[src/rtl/pipe_stage_latch.sv]
// Elastic inter-stage pipeline register: LANES x WIDTH payload under valid/ready,
// with an optional 2-entry skid buffer, flush, per-lane kill and bubble compaction.
module pipe_stage_latch #(
  parameter int WIDTH = 152,
  parameter int LANES = 2,
  parameter bit SKID  = 1'b1
) (
  input  logic                   clock,
  input  logic                   ctrl_reset,
  input  logic                   in_valid,
  output logic                   in_ready,
  input  logic [LANES-1:0]       in_lane_valid,
  input  logic [LANES*WIDTH-1:0] in_data,
  output logic                   out_valid,
  input  logic                   out_ready,
  output logic [LANES-1:0]       out_lane_valid,
  output logic [LANES*WIDTH-1:0] out_data,
  input  logic                   ctrl_flush,
  input  logic [LANES-1:0]       ctrl_kill,
  output logic [1:0]             occupancy
);

  typedef enum logic [1:0] {
    EMPTY     = 2'd0,
    FULL      = 2'd1,
    FULL_SKID = 2'd2
  } state_e;

  state_e                 state_q, state_d;
  logic [LANES*WIDTH-1:0] headData_q, headData_d;
  logic [LANES*WIDTH-1:0] skidData_q, skidData_d;
  logic [LANES-1:0]       headLv_q, headLv_d;
  logic [LANES-1:0]       skidLv_q, skidLv_d;

  logic             inFire, outFire, bubble, storeFire;
  logic             killActive, killRetire, headGone;
  logic [LANES-1:0] killedLv;

  assign out_valid      = (state_q != EMPTY);
  assign out_lane_valid = headLv_q;
  assign out_data       = headData_q;

  assign inFire    = in_valid & in_ready;
  assign outFire   = out_valid & out_ready;
  assign bubble    = (in_lane_valid == '0);
  assign storeFire = inFire & ~bubble & ~ctrl_flush;

  // A kill that empties every lane retires the head exactly like a downstream fire.
  assign killedLv   = headLv_q & ~ctrl_kill;
  assign killActive = ~ctrl_flush & out_valid & ~outFire;
  assign killRetire = killActive & (killedLv == '0);
  assign headGone   = ~ctrl_flush & (outFire | killRetire);

  always_comb begin
    state_d    = state_q;
    headData_d = headData_q;
    skidData_d = skidData_q;
    headLv_d   = headLv_q;
    skidLv_d   = skidLv_q;

    if (ctrl_flush) begin
      state_d  = EMPTY;
      headLv_d = '0;
      skidLv_d = '0;
    end else begin
      if (killActive) begin
        headLv_d = killedLv;
      end

      unique case (state_q)
        EMPTY: begin
          if (storeFire) begin
            state_d    = FULL;
            headData_d = in_data;
            headLv_d   = in_lane_valid;
          end
        end
        FULL: begin
          if (headGone && storeFire) begin
            headData_d = in_data;
            headLv_d   = in_lane_valid;
          end else if (headGone) begin
            state_d  = EMPTY;
            headLv_d = '0;
          end else if (storeFire && SKID) begin
            state_d    = FULL_SKID;
            skidData_d = in_data;
            skidLv_d   = in_lane_valid;
          end
        end
        FULL_SKID: begin
          // in_ready is low here, so the only movement is skid -> head.
          if (headGone) begin
            state_d    = FULL;
            headData_d = skidData_q;
            headLv_d   = skidLv_q;
            skidLv_d   = '0;
          end
        end
        default: begin
          state_d  = EMPTY;
          headLv_d = '0;
          skidLv_d = '0;
        end
      endcase
    end
  end

  always_ff @(posedge clock or negedge ctrl_reset) begin
    if (!ctrl_reset) begin
      state_q    <= EMPTY;
      headData_q <= '0;
      skidData_q <= '0;
      headLv_q   <= '0;
      skidLv_q   <= '0;
    end else begin
      state_q    <= state_d;
      headData_q <= headData_d;
      skidData_q <= skidData_d;
      headLv_q   <= headLv_d;
      skidLv_q   <= skidLv_d;
    end
  end

  always_comb begin
    occupancy = 2'd0;
    unique case (state_q)
      EMPTY:     occupancy = 2'd0;
      FULL:      occupancy = 2'd1;
      FULL_SKID: occupancy = 2'd2;
      default:   occupancy = 2'd0;
    endcase
  end

  generate
    if (SKID) begin : gSkid
      // Registered ready: low in reset, then "not full next cycle".
      logic inReady_q;
      always_ff @(posedge clock or negedge ctrl_reset) begin
        if (!ctrl_reset) begin
          inReady_q <= 1'b0;
        end else begin
          inReady_q <= (state_d != FULL_SKID);
        end
      end
      assign in_ready = inReady_q;
    end else begin : gNoSkid
      assign in_ready = ctrl_reset & (~out_valid | out_ready);
    end
  endgenerate

endmodule

[config.mk]
export PLATFORM = sky130hd
export DESIGN_NAME = pipe_stage_latch
export DESIGN_NICKNAME = d
export VERILOG_FILES = /design/src/rtl/pipe_stage_latch.sv
export SDC_FILE = /design/constraint.sdc
export NUM_CORES = 1
export LEC_CHECK = 0
export ABC_CLOCK_PERIOD_IN_PS = 2900
export CORE_AREA = 2 2 240 242
export DETAILED_ROUTE_END_ITERATION = 12
export DIE_AREA = 0 0 242 244
export MAX_ROUTING_LAYER = met4
export PLACE_DENSITY = 0.78
export SLEW_MARGIN = 25
export SYNTH_ARGS = -nofsm -noshare
export SYNTH_HDL_FRONTEND = slang
export SYNTH_SLANG_ARGS = --single-unit
[constraint.sdc]
create_clock -name clock -period 2.9 [get_ports clock]
set_input_delay 0.58 -clock clock [delete_from_list [all_inputs] [get_ports clock]]
set_output_delay 0.58 -clock clock [all_outputs]
set_load 0.02 [all_outputs]
==> results.txt <==
Status: completed
Net Count, Synth: 3,278
Area fraction in compound gates after synthesis: 0.7399%
Via count: 21,997
Worst reg2reg path startpoint: state_q[1]
Reg2reg path depth: 6
Worst Hold Launch: skidData_q[141]
XOR/XNOR Fraction of Synth Area: 0%
Max stage delay cell, worst path: clkdlybuf4s50_1
R2r setup slk: 0.62 ns
Adder-Cell Fraction of Synth Area: 0%
Ratio of cells with drive above 1 in the final layout: 11.80%
Number of synthesized flops with an enable pin: 0
Max-cap violations: 0
Worst-margin pin slew: 0.9658 ns
Core box area: 0.05617 mm^2
Clock Tree Root: clkbuf_16
CP Launch Type: register
Post-Syn Instances: 2,965
Critical-path cell list: buf_4 > nor2b_1 > clkdlybuf4s50_1
Largest family of logic cells by synthesized area: simple AND/OR/NAND/NOR gates
Post-Place Worst Slack: 0.01141 ns
Hold EP: skidData_q[141]
Clock tree from TritonCTS: yes
Period minus WS final: 2.814 ns
Clock Latency Late Sink: 0.62 ns
CP max stage delay: 0.72 ns
CP Max Fanout: 8
Die width: 242 um
Post-synthesis mux area share: 12.77%
Nets: 3,871
Routed WL: 76.66 mm
Worst Path Arrival: 2.23 ns
RSZ-0062 raised after global routing: no
Synthesis-stage register bit count: 615
Final ANT Viol Nets: 0
Leak Pwr: 18.04 nW
Area Growth Syn to Fin: 34.70%
Mean area per synthesized cell: 9.068 um^2
WL/cell: 17.54 um
Netlist cell types: 34
Simple-Gate Fraction of Synth Area: 25.93%
Seq/Total Area, Yosys: 57.24%
Pre-antenna DRT Iters: 5
Fin. Hold Viols: 0
DP HPWL: 51.75 mm
Sum Neg Setup Slack: 0 ns
Post-CTS Setup Repair Bufs: 0
Final setup margin: 0.08622 ns
Clock tree sinks: 615
Fin Clk Skew: 0.009701 ns
RePlAce Congestion: 0.8220
R2r endpoint: out_data[64]
CTS Buffer Depth: 3
Num CTS Buffers: 61
Fin crit share: 97.03%
Hold depth: 2
Setup violators final: 0
Pin count of the biggest net entering global routing: 160
Peak Freq: 355.4 MHz
Worst Setup Path Type: reg -> out
Slew HR: 35.62%
Power, Total: 23.68 mW
Synth async-reset ratio: 100.0%
Pwr per Cell Area: 653.9 mW/mm^2
Critical Path RT: 2.32 ns
Peak VDD IR: 0.5149 mV
Number of global-route vias before repair: 22,050
Vias/cell: 5.032
Top Ports: 623
Synth Cell Area: 0.02689 mm^2
Drt initial violations: 1,594
Max-slew violations: 0
Port bufs: 622
Initial core utilization: 47.87%
Chip Height: 244 um
Synth area leaders: dfrtp_1 (57%), nand2_1 (25%), mux2_2 (10%)
Resize count post-CTS: 0
Most numerous cell in the Yosys netlist: nand2_1
Primary FF master, synth: dfrtp_1
Crit end category: primary output
H-tree lvl count: 2
Row cnt: 87
First-pass GRT wire length: 121.4 mm
Clock slew at reported path FFs: 0.06 ns
Post-route DRC: 0
Tot GR Track Use: 26.55%
Initial antenna violation count: 11
Synth cell count leaders: nand2_1 (1,826), dfrtp_1 (615), mux2_2 (238)
Largest area contributor in the netlist: dfrtp_1
Die area: 0.05905 mm^2
Gr ovfl total: 0
HP Class: reg -> reg
Synth Warn #: 0
Synth top area share: 57.24%
## worst max-delay path, delay by kind of cell (launching register included)
kind,cells,cell delay (ns)
buf+inv,2,0.91
simple gates,1,0.28
flops,1,0.42
## stage by stage
| step | hold slack (ns) | std cells | instance area (um^2) | utilization (%) |
|---|---|---|---|---|
| 2_1_floorplan | 0.2844 | 2965 | 26890 | - |
| 3_3_place_gp | 0.4561 | 4250 | 34190 | 60.87 |
| 3_5_place_dp | 0.4616 | 4250 | 34190 | 60.87 |
| 4_1_cts | 0.4765 | 4359 | 36180 | 64.42 |
| 5_1_grt | 0.4891 | 4370 | 36210 | 64.47 |
| 6_report | 0.4739 | 4371 | 36210 | 64.47 |
## cells in the final DEF (no fill, tap or decap), drive strengths merged, types with 3 or more instances in the layout
cell type,count
inv,4
nand2,1826
clkdlybuf4s50,621
or2,3
dfrtp,615
clkbuf,90
o211ai,3
nand2b,4
a21oi,3
mux2,304
diode,12
nor2,6
buf,81
clkinv,13
## power breakdown
group	switching [mW]	internal [mW]	total, mW
Sequential	0.772	9.84	10.6
Clock	3.33	4.53	7.86
Combinational	2.53	2.68	5.21
## state kept, by name, summed over array words and instances, names as in the netlist
| signal | cells |
|---|---|
| state_q | 2 |
| skidData_q | 304 |
| out_data | 304 |
| skidLv_q | 2 |
| in_ready | 1 |
| out_lane_valid | 2 |
## per-layer routing
layer	global-route usage, %	part of all wire [%]	vias to the layer above
met4	10.40	4.1	0
met1	32.93	40	10640
met5	-	0	-
li1	-	-	10413
met2	42.50	49	774
met3	6.036	7.3	170
## repair_timing
item / 4_1_cts / 5_1_grt
endpoints found under the setup margin: 0 / 0
hold buffers: 1 / 0
endpoints found under the hold margin: 40 / 0
## final cells by class
type | count | area (um^2)
inverter | 3 | 18.77
tap | 756 | 945.9
sequential | 615 | 15390
fill | 4435 | 19950
timing repair buffer | 703 | 7217
antenna | 12 | 30.03
clock buffer | 90 | 1838
clock inverter | 18 | 148.9
multi-input combinational | 2174 | 10630
## worst max-delay path by stage
stage                       startpoint            end  slack, ns  cells after the start
after global placement      ctrl_flush  out_data[112]       0.05                      7
after detailed placement    ctrl_flush   out_data[64]       0.01                      7
after floorplan           ctrl_kill[0]  out_data[157]       0.61                      8
after CTS                   state_q[1]   occupancy[0]       0.07                      3
final                       state_q[1]   occupancy[0]       0.09                      3
after global routing        state_q[1]   occupancy[0]      0.003                      3
## cell families after synthesis
group	after synthesis
multiplexers	305
AO/OA/AOI/OAI	23
AND/OR/NAND/NOR	1846
buffers and inverters	176
flip-flops	615
Power figures use the tool's default switching activity.
